===== src/rtl/fifo_uart_tx.sv =====
// -----------------------------------------------------------------------------
// fifo_uart_tx
//
// Drains words from a synchronous FIFO read port and serialises each word as an
// asynchronous UART frame. Each frame is a start bit (0), data_width data bits
// sent LSB first, an optional even-parity bit, and a stop bit (1). Every bit is
// held for clks_per_bit clock cycles. Exactly one word is popped per frame, and
// the FIFO is only popped from IDLE after fifo_empty has been seen low.
//
// Build option:
//   FIFO_UART_TX_PARITY_EN  when defined, a PARITY state sits between DATA and
//                           STOP and drives the XOR of the data bits (even
//                           parity). When undefined, DATA goes straight to STOP
//                           and no parity logic exists.
//
// Parameters:
//   data_width    width of each FIFO word and data bits per frame (>= 1)
//   clks_per_bit  clk cycles per serial bit, i.e. baud divisor    (>= 2)
//
// Ports:
//   clk         in   system clock, all state changes on the rising edge
//   clr         in   synchronous active-high reset, overrides everything
//   fifo_empty  in   FIFO empty flag, looked at only in IDLE
//   fifo_data   in   FIFO registered read data, valid the cycle after a read
//   fifo_rd_en  out  one-cycle read strobe, high only in FETCH
//   tx          out  registered serial line, idles high
//   busy        out  high whenever the FSM is not in IDLE
//   frame_done  out  one-cycle pulse in the IDLE cycle that follows a stop bit
//
// Handshake: the FIFO side is a plain read-strobe interface. A word is
// requested by a single fifo_rd_en cycle (FETCH); the FIFO presents it on
// fifo_data during the following cycle (LOAD), where it is captured. There is
// no back-pressure from the serial side; the next word is only requested once
// the current frame, including its stop bit, has been fully sent.
//
// The FSM state is held in the internal signal 'state' (enum type tx_state_t)
// so checkers can bind to it directly.
// -----------------------------------------------------------------------------
module fifo_uart_tx #(
    parameter int data_width   = 8,
    parameter int clks_per_bit = 16
) (
    input  logic                  clk,
    input  logic                  clr,
    input  logic                  fifo_empty,
    input  logic [data_width-1:0] fifo_data,
    output logic                  fifo_rd_en,
    output logic                  tx,
    output logic                  busy,
    output logic                  frame_done
);

    // Baud counter runs 0..clks_per_bit-1 inside every serial bit.
    localparam int BAUD_W = $clog2(clks_per_bit);
    // Bit counter has one spare bit so that reaching data_width never wraps.
    localparam int BIT_W  = $clog2(data_width) + 1;

    localparam logic [BAUD_W-1:0] BAUD_LAST = BAUD_W'(clks_per_bit - 1);
    localparam logic [BIT_W-1:0]  BIT_LAST  = BIT_W'(data_width - 1);

    typedef enum logic [2:0] {
        IDLE   = 3'd0,
        FETCH  = 3'd1,
        LOAD   = 3'd2,
        START  = 3'd3,
        DATA   = 3'd4,
`ifdef FIFO_UART_TX_PARITY_EN
        PARITY = 3'd6,
`endif
        STOP   = 3'd5
    } tx_state_t;

    // -------------------------------------------------------------------------
    // State and datapath registers
    // -------------------------------------------------------------------------
    tx_state_t              state;
    logic [data_width-1:0]  shreg;
    logic [BAUD_W-1:0]      baud_cnt;
    logic [BIT_W-1:0]       bit_cnt;
    logic                   tx_q;
    logic                   frame_done_q;
`ifdef FIFO_UART_TX_PARITY_EN
    logic                   parity_q;
`endif

    // Next-state values
    tx_state_t              state_n;
    logic [data_width-1:0]  shreg_n;
    logic [BAUD_W-1:0]      baud_n;
    logic [BIT_W-1:0]       bit_n;
    logic                   tx_n;
    logic                   done_n;
`ifdef FIFO_UART_TX_PARITY_EN
    logic                   parity_n;
`endif

    // Last cycle of the serial bit currently on the line.
    logic                   baud_last;

    assign baud_last = (baud_cnt == BAUD_LAST);

    // -------------------------------------------------------------------------
    // State register
    // -------------------------------------------------------------------------
    always_ff @(posedge clk) begin
        if (clr) begin
            state        <= IDLE;
            shreg        <= '0;
            baud_cnt     <= '0;
            bit_cnt      <= '0;
            tx_q         <= 1'b1;
            frame_done_q <= 1'b0;
`ifdef FIFO_UART_TX_PARITY_EN
            parity_q     <= 1'b0;
`endif
        end else begin
            state        <= state_n;
            shreg        <= shreg_n;
            baud_cnt     <= baud_n;
            bit_cnt      <= bit_n;
            tx_q         <= tx_n;
            frame_done_q <= done_n;
`ifdef FIFO_UART_TX_PARITY_EN
            parity_q     <= parity_n;
`endif
        end
    end

    // -------------------------------------------------------------------------
    // Next-state and datapath logic
    // -------------------------------------------------------------------------
    always_comb begin
        state_n  = state;
        shreg_n  = shreg;
        baud_n   = baud_cnt;
        bit_n    = bit_cnt;
        done_n   = 1'b0;
`ifdef FIFO_UART_TX_PARITY_EN
        parity_n = parity_q;
`endif

        case (state)
            IDLE: begin
                // The only place fifo_empty is consulted, so a word that
                // arrives mid-frame is picked up here after the stop bit.
                if (!fifo_empty) begin
                    state_n = FETCH;
                end
            end

            FETCH: begin
                state_n = LOAD;
            end

            LOAD: begin
                // Registered FIFO data is valid now, one cycle after the strobe.
                shreg_n  = fifo_data;
                baud_n   = '0;
                bit_n    = '0;
`ifdef FIFO_UART_TX_PARITY_EN
                parity_n = ^fifo_data;
`endif
                state_n  = START;
            end

            START: begin
                if (baud_last) begin
                    baud_n  = '0;
                    bit_n   = '0;
                    state_n = DATA;
                end else begin
                    baud_n  = baud_cnt + 1'b1;
                end
            end

            DATA: begin
                if (baud_last) begin
                    baud_n  = '0;
                    shreg_n = shreg >> 1;
                    bit_n   = bit_cnt + 1'b1;
                    if (bit_cnt == BIT_LAST) begin
`ifdef FIFO_UART_TX_PARITY_EN
                        state_n = PARITY;
`else
                        state_n = STOP;
`endif
                    end
                end else begin
                    baud_n  = baud_cnt + 1'b1;
                end
            end

`ifdef FIFO_UART_TX_PARITY_EN
            PARITY: begin
                if (baud_last) begin
                    baud_n  = '0;
                    state_n = STOP;
                end else begin
                    baud_n  = baud_cnt + 1'b1;
                end
            end
`endif

            STOP: begin
                if (baud_last) begin
                    baud_n  = '0;
                    done_n  = 1'b1;
                    state_n = IDLE;
                end else begin
                    baud_n  = baud_cnt + 1'b1;
                end
            end

            default: begin
                state_n = IDLE;
            end
        endcase
    end

    // -------------------------------------------------------------------------
    // Line level for the coming cycle. Deriving it from the next state keeps tx
    // a flop output that always matches the current state without a cycle of
    // lag, and the line never sees decode glitches.
    // -------------------------------------------------------------------------
    always_comb begin
        tx_n = 1'b1;
        case (state_n)
            START:   tx_n = 1'b0;
            DATA:    tx_n = shreg_n[0];
`ifdef FIFO_UART_TX_PARITY_EN
            PARITY:  tx_n = parity_n;
`endif
            default: tx_n = 1'b1;
        endcase
    end

    // -------------------------------------------------------------------------
    // Outputs
    // -------------------------------------------------------------------------
    assign fifo_rd_en = (state == FETCH);
    assign busy       = (state != IDLE);
    assign tx         = tx_q;
    assign frame_done = frame_done_q;

endmodule


===== config.mk =====
export PLATFORM = sky130hd
export DESIGN_NAME = fifo_uart_tx
export DESIGN_NICKNAME = d
export VERILOG_FILES = /design/src/rtl/fifo_uart_tx.sv
export SDC_FILE = /design/constraint.sdc
export NUM_CORES = 1
export LEC_CHECK = 0
export BUFFER_PORTS_ARGS = -buffer_cell sky130_fd_sc_hd__buf_2
export CORE_MARGIN = 10
export CORE_UTILIZATION = 49
export DETAILED_ROUTE_END_ITERATION = 12
export GPL_TIMING_DRIVEN = 0
export PLACE_DENSITY = 0.72
export SLEW_MARGIN = 20
export SYNTH_ARGS = -nofsm -noshare
export SYNTH_HDL_FRONTEND = slang
export SYNTH_SLANG_ARGS = --single-unit

===== constraint.sdc =====
create_clock -name clk -period 1.55 [get_ports clk]
set_input_delay 0.155 -clock clk [delete_from_list [all_inputs] [get_ports clk]]
set_output_delay 0.155 -clock clk [all_outputs]
set_load 0.005 [all_outputs]

==> metrics.txt, run 1 <==
status completed; Initial DRC Count 83; worst setup margin ~0.016 ns; via count 990; most used cell, CP mux2i_1; CP peak stage delay approximately 0.4 ns; RSZ-0062 raised after global routing true; Final Wtd Congestion around 0.76; final worst path period share 99.0%; async set-reset flop share out of synthesis 0%; Clock Pin Slew Worst Setup and Hold Paths around 0.13 ns; final instance area 1290 um^2; Power Density between 700 and 800 nW/um^2; maximum clock insertion buffer count 2; share of cells above drive strength 1 roughly 32%; WS Path Type register to register; vias per cell just under 6; die height 66.9 um; Ys Warns 0; commonest register cell after synthesis dfxtp_1; register bit count reported by yosys 21; Unique masters post-synth 38; CTS tree done; PnR Total Power slightly above 1 mW; logic gate share of total power 15.8%; fin crit period about 1.5 ns; Post-Syn Area between 1000 and 1500 um^2; initial antenna violation count 0; DP Wirelength about 1800 um; net switching fraction of the power roughly 28%; clock skew roughly 0.019 ns; H-tree depth 1; min-delay worst type input pin to register; final hold vios 0; cts bufs inserted 3; I/O pin count 15; Setup TNS 0 ns; most frequent cells in the layout buf_2 (17), dfxtp_1 (16), nand2_1 (12); worst hold endpoint state[1]; Critical Path RT 1.81 ns; fin cells 170; I/O Buffers 14; hold path depth 2; Total Nets Final ~160; CTS Sinks 21; area delta synth->final 19.5%; worst-margin pin slew 0.509 ns; Peak VDD IR a little under 0.8 mV; DP Area 1190 um^2; Net Sw Power roughly 280 uW; clock power share 27.4%; Avg Inst Size Synth 8.82 um^2; Critical path origin bit_cnt[0]; DR DRC count 0; vias in the first global route 978; crit start category register; DP Worst Slack -0.147 ns; Cells after DPL 163; origin of the worst min-delay path clr; Post-synth EDFFs 0; DRT antenna net count 0; final setup violation count 0; Syn Nets about 140; Syn Inst Count 122; core box area around 2000 um^2; most common cell after layout, fill and taps aside buf_2; fmax between 0.6 and 0.7 GHz; CP arrival between 1.5 and 2 ns; root buffer cell clkbuf_4; nature of the critical path endpoint register; sequential fraction of the synthesis area 39.1%; first-pass GRT wire length 4300 um; n_diodes 0; clk_lat worst skew approximately 0.32 ns; largest net degree at the start of global routing 13; Reg2Reg Depth 5; Slowest-stage cell, CP dfxtp_1; cell row count 16; Pre-Repair DR Iteration Count 5; CP cell instances ha_1 -> nor4bb_1 -> mux2i_1 -> o21ai_0 -> mux2i_1; grt total ovfl 0; Max-Cap Viols 0; worst flop-to-flop path startpoint bit_cnt[0]; Initial Utilization 53.2%; Die ar. 4470 um^2; DRT Wirelength approximately 2600 um; internal power ~730 uW; Max-slew headroom 66.1%; r2r endpoint tx; FF-to-FF setup slack between 0.015 and 0.02 ns; Die X around 67 um; Avg WL per Cell around 15 um; Max Fanout on Critical Path 4; Max Slew Vio Count 0; reported leakage power 0.481 nW; Flop pwr share between 50 and 60%; total track usage 12.0%
## sequential cells by signal, summed over array words and instances (netlist names)
register,cells
shreg,8
frame_done,1
bit_cnt,4
baud_cnt,4
tx,1
state,3
## worst max-delay path, delay by kind of cell (launching register included)
| family | cells | cell delay [ns] |
|---|---|---|
| adders and majority gates | 1 | 0.18 |
| and+or+nand+nor | 1 | 0.26 |
| muxes | 2 | 0.37 |
| DFF | 1 | 0.39 |
| AOI/OAI and AO/OA | 1 | 0.30 |
## routing by layer
metal	GRT usage (%)	wire, um	vias to the layer above
met2	20.4	1250	14
li1	-	-	491
met4	3.85	27	0
met3	4.52	106	5
met5	0	0	-
met1	13.5	1180	480
## cell usage after synthesis, types with 2 or more instances
master | n | area, um^2
buf_2 | 3 | 15.0
or3b_1 | 2 | 17.5
a21boi_0 | 3 | 22.5
dfxtp_1 | 21 | 420
a21oi_1 | 11 | 55.1
clkbuf_1 | 3 | 11.3
nor2_1 | 8 | 30.0
nand2_1 | 12 | 45.0
o21ai_0 | 3 | 15.0
mux2i_1 | 5 | 50.1
ha_1 | 2 | 25.0
nor4_1 | 2 | 12.5
nor2b_1 | 4 | 25.0
buf_6 | 2 | 22.5
nor3_1 | 4 | 20.0
nand3_1 | 3 | 15.0
a22oi_1 | 10 | 75.1
nand2b_1 | 2 | 12.5
and3_1 | 2 | 12.5
nand3b_1 | 2 | 15.0
## power groups by stage
stage,combinational [mW],sequential (mW),clock (mW)
after global placement,0.135,0.583,0
after CTS,0.151,0.571,0.282
after floorplan,0.0960,0.582,0
after detailed placement,0.140,0.585,0
after global routing,0.176,0.577,0.308
final,0.160,0.574,0.277
## metrics by stage
step	hold slack [ns]	util, %
after floorplan	0.243	-
after global placement	0.413	58.8
after detailed placement	0.423	58.8
after CTS	0.0693	62.0
after global routing	0.0613	63.6
final	0.0632	63.6
## cell type report
cell class,count,area (um^2)
flip-flops and latches,21,432
fillers,180,736
inverters,1,3.75
plain buffers,6,41.3
clock inverters,1,5.00
clock buffers,3,22.5
repair buffers,19,108
multi-input cells,92,641
well taps,27,33.8
## cell families (layout without fill, tap and decap cells)
group	Yosys count	count (layout)	synth area share, %
buffers and inverters	9	30	4.88
and+or+nand+nor	49	49	25.2
AOI/OAI and AO/OA	36	36	23.8
DFF	21	21	39.1
adders and majority gates	2	2	2.33
muxes	5	5	4.65
## worst max-delay path by stage
stage          endpoint  depth (start not counted)  slack [ns]
3_5_place_dp         tx                          6       -0.15
6_report             tx                          5        0.02
2_1_floorplan        tx                          6       0.003
5_1_grt              tx                          5       -0.05
3_3_place_gp         tx                          6       -0.13
4_1_cts              tx                          4      -0.004
## repair_timing
action | CTS | global route
gates cloned | 0 | 0
hold buffers | 0 | 0
setup buffers | 4 | 1
resized for setup | 7 | 11
endpoints found under the setup margin | 14 | 13
pin swaps | 1 | 1
Power figures use the tool's default switching activity.
==> run 2: changes to the inputs <==
REMOVE_ABC_BUFFERS = 1   (was not set)
==> run 2 against run 1 <==
Combinational power down 16%. Cell count down 2.9%. Die area unchanged. Setup slack worse by 0.013 ns. Count of clock-buffer cells in the layout up 1. Total power down 3.8%. Sequential share of layout area up 0.59 points. Core utilization down 0.74 points. Sequential cell count unchanged. Largest cell class unchanged. Largest power group unchanged.
==> metrics.txt, run 2 (same netlist as run 1, synthesis figures left out) <==
Max Slew Vio Count 0 (unchanged); cts bufs inserted 3 (unchanged); final worst path period share 99.9% (+0.87 points); Cells after DPL 155 (-4.9%); crit start category register; worst-margin pin slew 0.435 ns (-0.0734 ns); initial antenna violation count 0 (unchanged); reported leakage power 0.460 nW (-4.4%); most common cell after layout, fill and taps aside dfxtp_1; Final Wtd Congestion 0.748 (-1.8%); origin of the worst min-delay path fifo_data[7]; WS Path Type register to register; Max-slew headroom 71.0% (+4.9 points); # fillers 172 (-4.4%); CTS Sinks 21 (unchanged); Initial Utilization 53.2% (unchanged); status completed; maximum clock insertion buffer count 2 (unchanged); DR DRC count 0 (unchanged); Total Nets Final 152 (-3.2%); grt total ovfl 0 (unchanged); cell row count 16 (unchanged); I/O pin count 15 (unchanged); vias per cell 5.73 (-1.7%); n_diodes 0 (unchanged); Avg WL per Cell 13.3 um (-12%); Power Density 765 nW/um^2 (-2.7%); H-tree depth 1 (unchanged); root buffer cell clkbuf_4; final setup violation count 0 (unchanged); clk_lat worst skew 0.30 ns (-0.02 ns); Clock Pin Slew Worst Setup and Hold Paths 0.11 ns (-0.02 ns); final hold vios 0 (unchanged); Net Sw Power 250 uW (-11%); largest net degree at the start of global routing 24 (+11); DP Area 1140 um^2 (-4.4%); Max-Cap Viols 0 (unchanged); logic gate share of total power 13.9% (-1.9 points); CTS tree done; CP arrival 1.72 ns (-0.08 ns); final instance area 1270 um^2 (-1.2%); Initial DRC Count 49 (-41%); Peak VDD IR 0.654 mV (-18%); Top Registers shreg: 8 flops, baud_cnt: 4 flops, bit_cnt: 4 flops; share of cells above drive strength 1 28.3% (-3.9 points); Die X 66.9 um (unchanged); Max Fanout on Critical Path 8 (+4); first-pass GRT wire length 3750 um (-13%); I/O Buffers 14 (unchanged); register with the most flip-flops shreg; DRT antenna net count 0 (unchanged); via count 945 (-4.5%); Critical Path RT 1.72 ns (-0.09 ns); die height 66.9 um (unchanged); net switching fraction of the power 25.7% (-2.2 points); min-delay worst type input pin to register; Pre-Repair DR Iteration Count 4 (-1); area delta synth->final 18.1%; fin crit period 1.55 ns (+0.0134 ns); vias in the first global route 834 (-15%); Critical path origin baud_cnt[0]; clock skew 0.00291 ns (-0.0164 ns); worst flop-to-flop path startpoint baud_cnt[0]; nature of the critical path endpoint register; Largest register FFs 8 (unchanged); Flop pwr share 60.1% (+3.3 points); fmax 0.646 GHz (-0.87%); RSZ-0062 raised after global routing true; fin cells 165 (-2.9%); internal power 722 uW (-0.90%); hold_buf cts 0 (unchanged); Die ar. 4470 um^2 (unchanged); core box area 2020 um^2 (unchanged); clock power share 26.0% (-1.4 points); DRT Wirelength 2200 um (-14%); most frequent cells in the layout dfxtp_1 (16), buf_2 (14), nand2_1 (12); total track usage 10.4% (-1.6 points); DP Wirelength 1470 um (-18%)
## run 2: cell count changes in the layout (fill, tap and decap cells not counted), moves of 2 or more
cell / change
a22oi_1: +2
a22oi_2: -2
buf_2: -3
buf_6: -2
## run 2: layer usage
layer  track usage (%)  part of all wire, %
met5                 0                    0
met4              2.31                 0.41
met3              5.02                  6.5
met2              16.2                   47
met1              12.5                   46
## run 2: critical path, cell delays in order, from the launching register on
cell	delay [ns]
dfxtp_4	0.37
ha_4	0.17
and3_4	0.22
and3_2	0.21
nor4_1	0.31
mux2i_1	0.14
## run 2: through the flow
step	TNS (ns)	power [mW]	util, %	hold slack, ns	setup slack, ns
after global placement	-5.92	0.706	55.9	0.415	-0.884
after global routing	-0.0666	1.03	62.9	0.131	-0.0666
final	0	0.973	62.9	0.111	0.00209
after floorplan	-1.66	0.663	-	0.224	-0.465
after CTS	0	0.980	61.8	0.105	0.0284
after detailed placement	-2.69	0.711	56.2	0.423	-0.464
## run 2: area by class of cell
class | count | area, um^2 | share of cell area (%)
clock buffer | 4 | 26.3 | 2.07
inverter | 1 | 3.75 | 0.295
multi-input combinational | 92 | 658 | 51.8
tap | 27 | 33.8 | 2.66
sequential | 21 | 434 | 34.2
timing repair buffer | 20 | 115 | 9.06
## run 2: timing repair
action / 4_1_cts / 5_1_grt
resized for setup: 14 / 3
setup buffers: 5 / 1
setup endpoints to repair: 15 / 4
pin swaps: 1 / 2
## run 2: power groups by stage
stage / Clock [mW] / Combinational, mW / Sequential (mW)
floorplan: 0 / 0.0744 / 0.589
global placement: 0 / 0.112 / 0.594
detailed placement: 0 / 0.115 / 0.595
CTS: 0.265 / 0.132 / 0.584
global route: 0.288 / 0.153 / 0.589
finish: 0.253 / 0.135 / 0.584
## run 2: worst paths after layout
path,end,slack [ns],cells past startpoint
max,tx,0.002,5
min,shreg[7],0.11,3
max reg2reg,tx,0.002,5
min reg2reg,shreg[4],0.46,2
